**src/rtl/types_pkg.sv**
```systemverilog
// Shared widths and FSM state encoding for the scratchpad-to-memory bridge.
package types_pkg;

    localparam int WORD_W       = 16;  // word address width
    localparam int ROW_S_W      = 4;   // scratchpad row index width
    localparam int BITS_PER_ROW = 32;  // row data width on the memory side

    typedef enum logic [2:0] {
        IDLE    = 3'd0,
        RD_REQ  = 3'd1,
        RD_WAIT = 3'd2,
        WR_REQ  = 3'd3,
        DONE    = 3'd4
    } state_e;

endpackage

```
**src/rtl/sp_mem_bridge_if.sv**
```systemverilog
// Memory-side request/response bus of the scratchpad bridge.
// master = bridge (issues requests), slave = memory (answers them).
interface sp_mem_bridge_if;
    import types_pkg::*;

    logic                    mem_ren;
    logic                    mem_wen;
    logic [WORD_W-1:0]       mem_addr;
    logic [BITS_PER_ROW-1:0] mem_wdata;
    logic                    mem_ready;
    logic                    mem_rvalid;
    logic [BITS_PER_ROW-1:0] mem_rdata;

    modport master (
        output mem_ren, mem_wen, mem_addr, mem_wdata,
        input  mem_ready, mem_rvalid, mem_rdata
    );

    modport slave (
        input  mem_ren, mem_wen, mem_addr, mem_wdata,
        output mem_ready, mem_rvalid, mem_rdata
    );

endinterface

```
**src/rtl/sp_mem_bridge.sv**
```systemverilog
// Scratchpad load/store bridge to a single-outstanding memory port.
// Loads take priority over stores; one transaction in flight at a time.
// Optional feature macro SP_MEM_TIMEOUT_EN: aborts a stuck transaction after
// TIMEOUT_CYC cycles, returns zero read data and raises sticky mem_err.
module sp_mem_bridge
    import types_pkg::*;
#(
    parameter int TIMEOUT_CYC = 64
) (
    input  logic                    CLK,
    input  logic                    RST,
    input  logic                    sLoad,
    input  logic [WORD_W-1:0]       load_addr,
    input  logic                    sStore,
    input  logic [WORD_W-1:0]       store_addr,
    input  logic [BITS_PER_ROW-1:0] store_data,
    output logic                    sLoad_hit,
    output logic [ROW_S_W-1:0]      sLoad_row,
    output logic [BITS_PER_ROW-2:0] load_data,
    output logic                    sStore_hit,
    sp_mem_bridge_if.master         mem,
    output logic                    mem_err
);

    state_e                  state_q, state_d;
    logic [WORD_W-1:0]       addr_q, addr_d;
    logic [BITS_PER_ROW-1:0] wdata_q, wdata_d;
    logic                    is_load_q, is_load_d;
    logic [BITS_PER_ROW-2:0] ldata_q, ldata_d;
    logic [ROW_S_W-1:0]      row_q, row_d;

    // Top bit of the read row is not returned to the scratchpad.
    logic unused_rdata_msb;
    assign unused_rdata_msb = mem.mem_rdata[BITS_PER_ROW-1];

`ifdef SP_MEM_TIMEOUT_EN
    localparam int CNT_W = $clog2(TIMEOUT_CYC + 1);
    logic [CNT_W-1:0] cnt_q, cnt_d;
    logic             err_q, err_d;
    logic             busy;
    assign busy = (state_q == RD_REQ) || (state_q == RD_WAIT) || (state_q == WR_REQ);
`else
    localparam int unused_timeout_cyc = TIMEOUT_CYC;
`endif

    // Next-state: capture request in IDLE, follow memory handshake, one-cycle DONE.
    always_comb begin
        state_d   = state_q;
        addr_d    = addr_q;
        wdata_d   = wdata_q;
        is_load_d = is_load_q;
        ldata_d   = ldata_q;
        row_d     = row_q;
        case (state_q)
            IDLE: begin
                if (sLoad) begin
                    state_d   = RD_REQ;
                    addr_d    = load_addr;
                    is_load_d = 1'b1;
                end else if (sStore) begin
                    state_d   = WR_REQ;
                    addr_d    = store_addr;
                    wdata_d   = store_data;
                    is_load_d = 1'b0;
                end
            end
            RD_REQ: begin
                if (mem.mem_ready) begin
                    if (mem.mem_rvalid) begin
                        state_d = DONE;
                        ldata_d = mem.mem_rdata[BITS_PER_ROW-2:0];
                        row_d   = addr_q[ROW_S_W-1:0];
                    end else begin
                        state_d = RD_WAIT;
                    end
                end
            end
            RD_WAIT: begin
                if (mem.mem_rvalid) begin
                    state_d = DONE;
                    ldata_d = mem.mem_rdata[BITS_PER_ROW-2:0];
                    row_d   = addr_q[ROW_S_W-1:0];
                end
            end
            WR_REQ: begin
                if (mem.mem_ready) state_d = DONE;
            end
            DONE:    state_d = IDLE;
            default: state_d = IDLE;
        endcase
`ifdef SP_MEM_TIMEOUT_EN
        // A normal completion in the final allowed cycle wins over the abort.
        cnt_d = cnt_q;
        err_d = err_q;
        if (!busy) begin
            cnt_d = '0;
        end else if (state_d != DONE) begin
            if (cnt_q == CNT_W'(TIMEOUT_CYC - 1)) begin
                state_d = DONE;
                err_d   = 1'b1;
                if (is_load_q) begin
                    ldata_d = '0;
                    row_d   = addr_q[ROW_S_W-1:0];
                end
            end else begin
                cnt_d = cnt_q + CNT_W'(1);
            end
        end
`endif
    end

    // State and captured-request registers.
    always_ff @(posedge CLK or posedge RST) begin
        if (RST) begin
            state_q   <= IDLE;
            addr_q    <= '0;
            wdata_q   <= '0;
            is_load_q <= 1'b0;
            ldata_q   <= '0;
            row_q     <= '0;
        end else begin
            state_q   <= state_d;
            addr_q    <= addr_d;
            wdata_q   <= wdata_d;
            is_load_q <= is_load_d;
            ldata_q   <= ldata_d;
            row_q     <= row_d;
        end
    end

`ifdef SP_MEM_TIMEOUT_EN
    // Timeout counter and sticky error flag.
    always_ff @(posedge CLK or posedge RST) begin
        if (RST) begin
            cnt_q <= '0;
            err_q <= 1'b0;
        end else begin
            cnt_q <= cnt_d;
            err_q <= err_d;
        end
    end
    assign mem_err = err_q;
`else
    assign mem_err = 1'b0;
`endif

    assign mem.mem_ren   = (state_q == RD_REQ);
    assign mem.mem_wen   = (state_q == WR_REQ);
    assign mem.mem_addr  = addr_q;
    assign mem.mem_wdata = wdata_q;
    assign sLoad_hit     = (state_q == DONE) &&  is_load_q;
    assign sStore_hit    = (state_q == DONE) && !is_load_q;
    assign load_data     = ldata_q;
    assign sLoad_row     = row_q;

endmodule

```
**src/flat_wrapper.sv**
```systemverilog
// flat-port wrapper written by rule: the top's interface ports become plain ports
module sp_mem_bridge_flat import types_pkg::*;
#(
    parameter int TIMEOUT_CYC = 64
)
  (CLK, RST, sLoad, load_addr, sStore, store_addr, store_data, sLoad_hit, sLoad_row, load_data, sStore_hit, mem_err, mem_mem_ren, mem_mem_wen, mem_mem_addr, mem_mem_wdata, mem_mem_ready, mem_mem_rvalid, mem_mem_rdata);
  sp_mem_bridge_if mem_i ();
  input  logic CLK;
  input  logic RST;
  input  logic sLoad;
  input  logic [WORD_W-1:0] load_addr;
  input  logic sStore;
  input  logic [WORD_W-1:0] store_addr;
  input  logic [BITS_PER_ROW-1:0] store_data;
  output logic sLoad_hit;
  output logic [ROW_S_W-1:0] sLoad_row;
  output logic [BITS_PER_ROW-2:0] load_data;
  output logic sStore_hit;
  output logic mem_err;
  output wire logic [$bits(mem_i.mem_ren)-1:0] mem_mem_ren;
  output wire logic [$bits(mem_i.mem_wen)-1:0] mem_mem_wen;
  output wire logic [$bits(mem_i.mem_addr)-1:0] mem_mem_addr;
  output wire logic [$bits(mem_i.mem_wdata)-1:0] mem_mem_wdata;
  input wire logic [$bits(mem_i.mem_ready)-1:0] mem_mem_ready;
  input wire logic [$bits(mem_i.mem_rvalid)-1:0] mem_mem_rvalid;
  input wire logic [$bits(mem_i.mem_rdata)-1:0] mem_mem_rdata;
  assign mem_mem_ren = mem_i.mem_ren;
  assign mem_mem_wen = mem_i.mem_wen;
  assign mem_mem_addr = mem_i.mem_addr;
  assign mem_mem_wdata = mem_i.mem_wdata;
  assign mem_i.mem_ready = mem_mem_ready;
  assign mem_i.mem_rvalid = mem_mem_rvalid;
  assign mem_i.mem_rdata = mem_mem_rdata;
  sp_mem_bridge #(.TIMEOUT_CYC(TIMEOUT_CYC)) u_core (.CLK(CLK), .RST(RST), .sLoad(sLoad), .load_addr(load_addr), .sStore(sStore), .store_addr(store_addr), .store_data(store_data), .sLoad_hit(sLoad_hit), .sLoad_row(sLoad_row), .load_data(load_data), .sStore_hit(sStore_hit), .mem(mem_i), .mem_err(mem_err));
endmodule
```
**config.mk**
```make
export PLATFORM = sky130hd
export DESIGN_NAME = sp_mem_bridge_flat
export DESIGN_NICKNAME = d
export VERILOG_FILES = /design/src/rtl/types_pkg.sv /design/src/rtl/sp_mem_bridge_if.sv /design/src/rtl/sp_mem_bridge.sv /design/src/flat_wrapper.sv
export SDC_FILE = /design/constraint.sdc
export NUM_CORES = 1
export LEC_CHECK = 0
export BUFFER_PORTS_ARGS = -buffer_cell sky130_fd_sc_hd__buf_2
export CAP_MARGIN = 20
export CORE_MARGIN = 2
export CORE_UTILIZATION = 47
export DETAILED_ROUTE_END_ITERATION = 10
export PLACE_DENSITY = 0.92
export SYNTH_ARGS = -nofsm -noshare
export SYNTH_HDL_FRONTEND = slang
export SYNTH_SLANG_ARGS = --single-unit
```
**constraint.sdc**
```tcl
create_clock -name CLK -period 2.7 [get_ports CLK]
set_input_delay 0.27 -clock CLK [delete_from_list [all_inputs] [get_ports CLK]]
set_output_delay 0.27 -clock CLK [all_outputs]
set_load 0.02 [all_outputs]
```
# Word-level counts from Yosys, hierarchy flattened
# Cells that the tools add are included.
# op_classes
n_eq_ne	8
n_mux	17
n_bitwise	1
n_reduce_logical	10
# op_table
cell	count
31-bit 2-to-1 mux	2
31-bit case mux with 2 select lines	1
16-bit 2-to-1 mux	2
3-bit 2-to-1 mux	6
3-bit case mux with 4 select lines	1
4-bit 2-to-1 mux	2
4-bit case mux with 2 select lines	1
3-bit by 2-bit equality test with 1-bit output, second input constant	2
2-bit by 1-bit inequality test with 1-bit output, second input constant	2
2-bit AND reduction	2
4-bit AND reduction	1
2-bit nonzero test	2
3-bit by 1-bit equality test with 1-bit output, second input constant	1
3-bit equality test, second input constant	1
3-bit zero test	1
3-bit inequality test, second input constant	1
3-bit AND reduction	1
1-bit logical AND	2
1-bit 2-to-1 mux	2
2-bit inequality test, second input constant	1
1-bit zero test	1
1-bit NOT	1
# totals
regBits	87
in_bits	102
output_inout_bits	88
elab_cells	42

# Longest topological paths before layout
# depth
ltp_word	3
depth_mapped	6

# Worst setup path after synthesis
# No wires, ideal clock.
# synth_timing
path_kind	flip-flop to output port
start	register u_core.state_q[0]
end	output port mem_mem_wen
t_arrival_ns	1.481
setup_slack_ns	0.949
path_stages_with_launch	5
cell_sequence	dfrtp_1 > inv_1 > clkbuf_1 > clkbuf_1 > nor3b_1
# synth_between
elab_chain_len	1
# synth_lines
element	line	rtl
from (decl)	sp_mem_bridge.sv:25	state_e state_q, state_d;
from (signal assigned)	sp_mem_bridge.sv:122	state_q <= state_d;
3-bit by 2-bit equality test with 1-bit output	sp_mem_bridge.sv:148	assign mem.mem_wen = (state_q == WR_REQ);
to (decl)	flat_wrapper.sv:21	output wire logic [$bits(mem_i.mem_wen)-1:0] mem_mem_wen;
# Every way passes these cells.

# Worst setup path in the final report
# layout_timing
start	register u_core.state_q[0]
end	output port mem_mem_ren
# layout_between
elab_chain_len	1
# layout_lines
element	line	rtl
3-bit by 1-bit equality test with 1-bit output	sp_mem_bridge.sv:147	assign mem.mem_ren = (state_q == RD_REQ);
to (decl)	flat_wrapper.sv:20	output wire logic [$bits(mem_i.mem_ren)-1:0] mem_mem_ren;
# Every way passes these cells.

==> Implementation_results.wiki <==
{| class="wikitable"
! Metric !! Value
|-
| CP required || 2.43 ns
|-
| Grt met2 use || 35.4%
|-
| Commonest register cell after synthesis || sky130_fd_sc_hd__dfrtp_1
|-
| Static leakage power || 2.56 nW
|-
| Clock root cell || sky130_fd_sc_hd__clkbuf_8
|-
| Library cell contributing the largest single delay on the critical path || sky130_fd_sc_hd__dfrtp_1
|-
| Total vias in the final route || 3,313
|-
| Layer with the highest usage after global routing || met2
|-
| Register bit count reported by yosys || 87
|-
| Signal arrival time at the worst endpoint || 1.80 ns
|-
| Summed negative setup slack over all endpoints || 0 ns
|-
| Vias per inst || 5.33
|-
| Die extent in x || 97.5 um
|-
| Clk sink count || 87
|-
| Post-cts hold buffer count || 1
|-
| Proportion of layout cells with a drive suffix above 1 || roughly three fifths
|-
| HPWL after detailed placement || 6980 um
|-
| First-pass GRT wire length || 15,600 um
|-
| Synthesized instance count || 325
|-
| Initial Utilization || a little under half
|-
| Area share of the largest cell type after synthesis || 53.0%
|-
| TritonCTS clock tree || yes
|-
| Remaining antenna violation count || 0
|-
| First-pass iteration count of the detailed router || 4
|-
| Final worst path period share || 76.8%
|-
| Ys Warns || 0
|-
| Crit-path max FO || 21
|-
| Detailed-route DRC error count || 0
|-
| Antenna violations before repair || 0
|-
| Yosys cell types || 33
|-
| Final weighted congestion in routability-driven placement || 0.718
|-
| Final count of negative-setup-slack endpoints || 0
|-
| Total CTS buffers || 9
|-
| Share of synthesized flip-flops with an asynchronous set or reset || 100%
|-
| Layout overhead on the synthesized area || 29.4%
|-
| Pin count of the biggest net entering global routing || 54
|-
| Proportion of synthesized chip area in sequential cells || 53.0%
|-
| Final hold violation count || 0
|-
| IR Drop Worst-Case VDD || 597 uV
|-
| Grt total ovfl || 0
|-
| Most frequent cells after synthesis || sky130_fd_sc_hd__dfrtp_1 (87), sky130_fd_sc_hd__mux2_2 (73), sky130_fd_sc_hd__nand2b_1 (34)
|-
| Die Ht || 97.5 um
|-
| Max Freq || around 480 MHz
|-
| Total track usage || 20.1%
|-
| Max-Slew Margin vs Limit || 59.2%
|-
| Final-layout worst hold slack || around 0.14 ns
|-
| Area of all sequential standard cells || 2180 um^2
|-
| Via count of the first global-routing pass || 3,323
|-
| Multi-input gate area || approximately 1800 um^2
|-
| Min-Delay Path Class || primary input to register
|-
| Dominant cell type by count on the critical path || sky130_fd_sc_hd__buf_4
|-
| Final Critical Period || ~2.1 ns
|-
| Max-capacitance violation count || 0
|-
| Actual slew at the worst max-slew pin || 0.611 ns
|-
| Floorplan Core Area || roughly 8600 um^2
|-
| Number of fillers in the final layout || 714
|-
| PD cells || 1260 nW/um^2
|-
| Cell family with most CP delay || buffers and inverters
|-
| Post-synth EDFFs || 0
|-
| Combined area of all synthesized cells || 4110 um^2
|-
| Worst Setup Path Type || register to output pin
|-
| Pre-CTS worst setup slack || about 0.58 ns
|-
| Worst path setup slack after routing || 0.626 ns
|-
| Routed wire length per instance || 15.7 um
|-
| Number of H-tree levels || 3
|-
| Ant. Diodes || 0
|-
| Setup repair after global routing missed its margin || false
|-
| Worst skew pair latency || 0.35 ns
|-
| Number of buffers and inverters on the critical path || 4
|-
| Number of ports placed on the die boundary || 190
|-
| Post-cts gate resize count || 0
|-
| Count leader, synth || sky130_fd_sc_hd__dfrtp_1
|-
| Number of core rows || 34
|-
| Met1 track demand over resource in global routing || around a quarter
|-
| Max Transition Viols Final || 0
|-
| Number of violations reported at the end of detailed-routing iteration 0 || around 140
|-
| Setup crit end kind || output pin
|-
| Count of buffers added by post-CTS timing repair for setup || 0
|-
| # nets final || 610
|-
| Global Route met3 Usage || 5.61%
|-
| Number of port buffers || 187
|-
| Layout Skew || between 0.01 and 0.015 ns
|-
| Die Area || 9510 um^2
|-
| Clock Tree Buf Depth || 2
|-
| Average instance area after synthesis || around 13 um^2
|-
| Leading area contributor after synthesis || sky130_fd_sc_hd__dfrtp_1
|-
| Run status || finished clean
|-
| Series of cell instances along the critical path || buf_4 -> inv_1 -> buf_4 -> nor3_1 -> buf_2
|-
| Total wire length || roughly 9700 um
|-
| Top cells by area, synth || sky130_fd_sc_hd__dfrtp_1 (53%), sky130_fd_sc_hd__mux2_2 (20%), sky130_fd_sc_hd__nand2b_1 (5.2%)
|-
| Kind of start point of the critical path || register
|-
| Worst-case register-to-register setup slack || roughly 0.79 ns
|-
| Net count after synthesis || 427
|-
| Clock edge transition at the registers on the reported setup and hold paths || roughly 0.1 ns
|-
| Delay contributed by the slowest stage of the critical path || approximately 0.46 ns
|}
==> worst reg2reg max path, cell delays in order, from the launching register on <==
cell and delay, ns:
sky130_fd_sc_hd__dfrtp_1 0.51, sky130_fd_sc_hd__nand2b_4 0.36, sky130_fd_sc_hd__a211oi_4 0.22, sky130_fd_sc_hd__buf_4 0.32
sky130_fd_sc_hd__mux2_2 0.39
==> where the power goes <==
part / internal [W] / leakage, nW / switching (W)
clock: 0.000348 / 0.0850 / 0.000498
combinational: 0.00154 / 1.43 / 0.00193
sequential: 0.00197 / 1.04 / 0.000428
==> metrics by stage <==
stage	cells	total power [W]	cell area [um^2]	utilization, %
2_1_floorplan	325	0.00483	4110	-
3_3_place_gp	603	0.00575	5120	59.6
3_5_place_dp	603	0.00590	5120	59.6
4_1_cts	620	0.00676	5310	61.8
5_1_grt	621	0.00712	5320	61.9
6_report	621	0.00671	5320	61.9
==> cells in the final DEF (no fill, tap or decap), drive strengths merged, types with 4 or more instances in the layout <==
| cell | n |
|---|---|
| nor2 | 19 |
| mux2 | 83 |
| dfrtp | 87 |
| buf | 198 |
| o22ai | 32 |
| a221oi | 16 |
| clkbuf | 10 |
| nand2b | 35 |
| nor3 | 4 |
==> layer usage <==
| metal | part of all wire, % | routed length (um) |
|---|---|---|
| met5 | 0 | 0 |
| met1 | 41 | 3980 |
| met4 | 1.1 | 111 |
| met3 | 6.6 | 645 |
| met2 | 51 | 5000 |
==> registers in the layout, summed over array words and instances (netlist names) <==
register,flops
u_core.is_load_q,1
u_core.mem.mem_addr,16
u_core.load_data,31
u_core.sLoad_row,4
u_core.mem.mem_wdata,32
u_core.state_q,3
==> area by class of cell <==
| type | instances | area share [%] |
|---|---|---|
| clock buffers | 10 | 2.40 |
| clock inverters | 6 | 0.988 |
| inverters | 2 | 0.165 |
| multi-input cells | 209 | 33.4 |
| flip-flops and latches | 87 | 40.9 |
| well taps | 108 | 2.54 |
| repair buffers | 199 | 19.6 |
==> cells by family (layout without fill, tap and decap cells) <==
logic type	Yosys count	in the layout	share of synthesized area [%]
AOI/OAI and AO/OA	56	56	9.95
buffers and inverters	29	217	3.80
DFF	87	87	53.0
muxes	83	83	23.6
other	1	1	0.0912
and+or+nand+nor	69	69	9.56
==> worst paths after layout <==
check,from,end,depth (start not counted)
max in group asynchronous,RST,u_core.load_data[3]$_DFFE_PP0P_,4
hold reg to reg,u_core.load_data[27]$_DFFE_PP0P_,u_core.load_data[27]$_DFFE_PP0P_,1
setup reg to reg,u_core.state_q[2]$_DFFE_PP0P_,u_core.load_data[29]$_DFFE_PP0P_,4
min in group asynchronous,RST,u_core.mem.mem_wdata[30]$_DFFE_PP0P_,3
setup / recovery,u_core.state_q[0]$_DFFE_PP0P_,mem_mem_ren,5
hold / removal,mem_mem_rdata[14],u_core.load_data[14]$_DFFE_PP0P_,2
No activity file was read; power rests on OpenSTA's default activity.
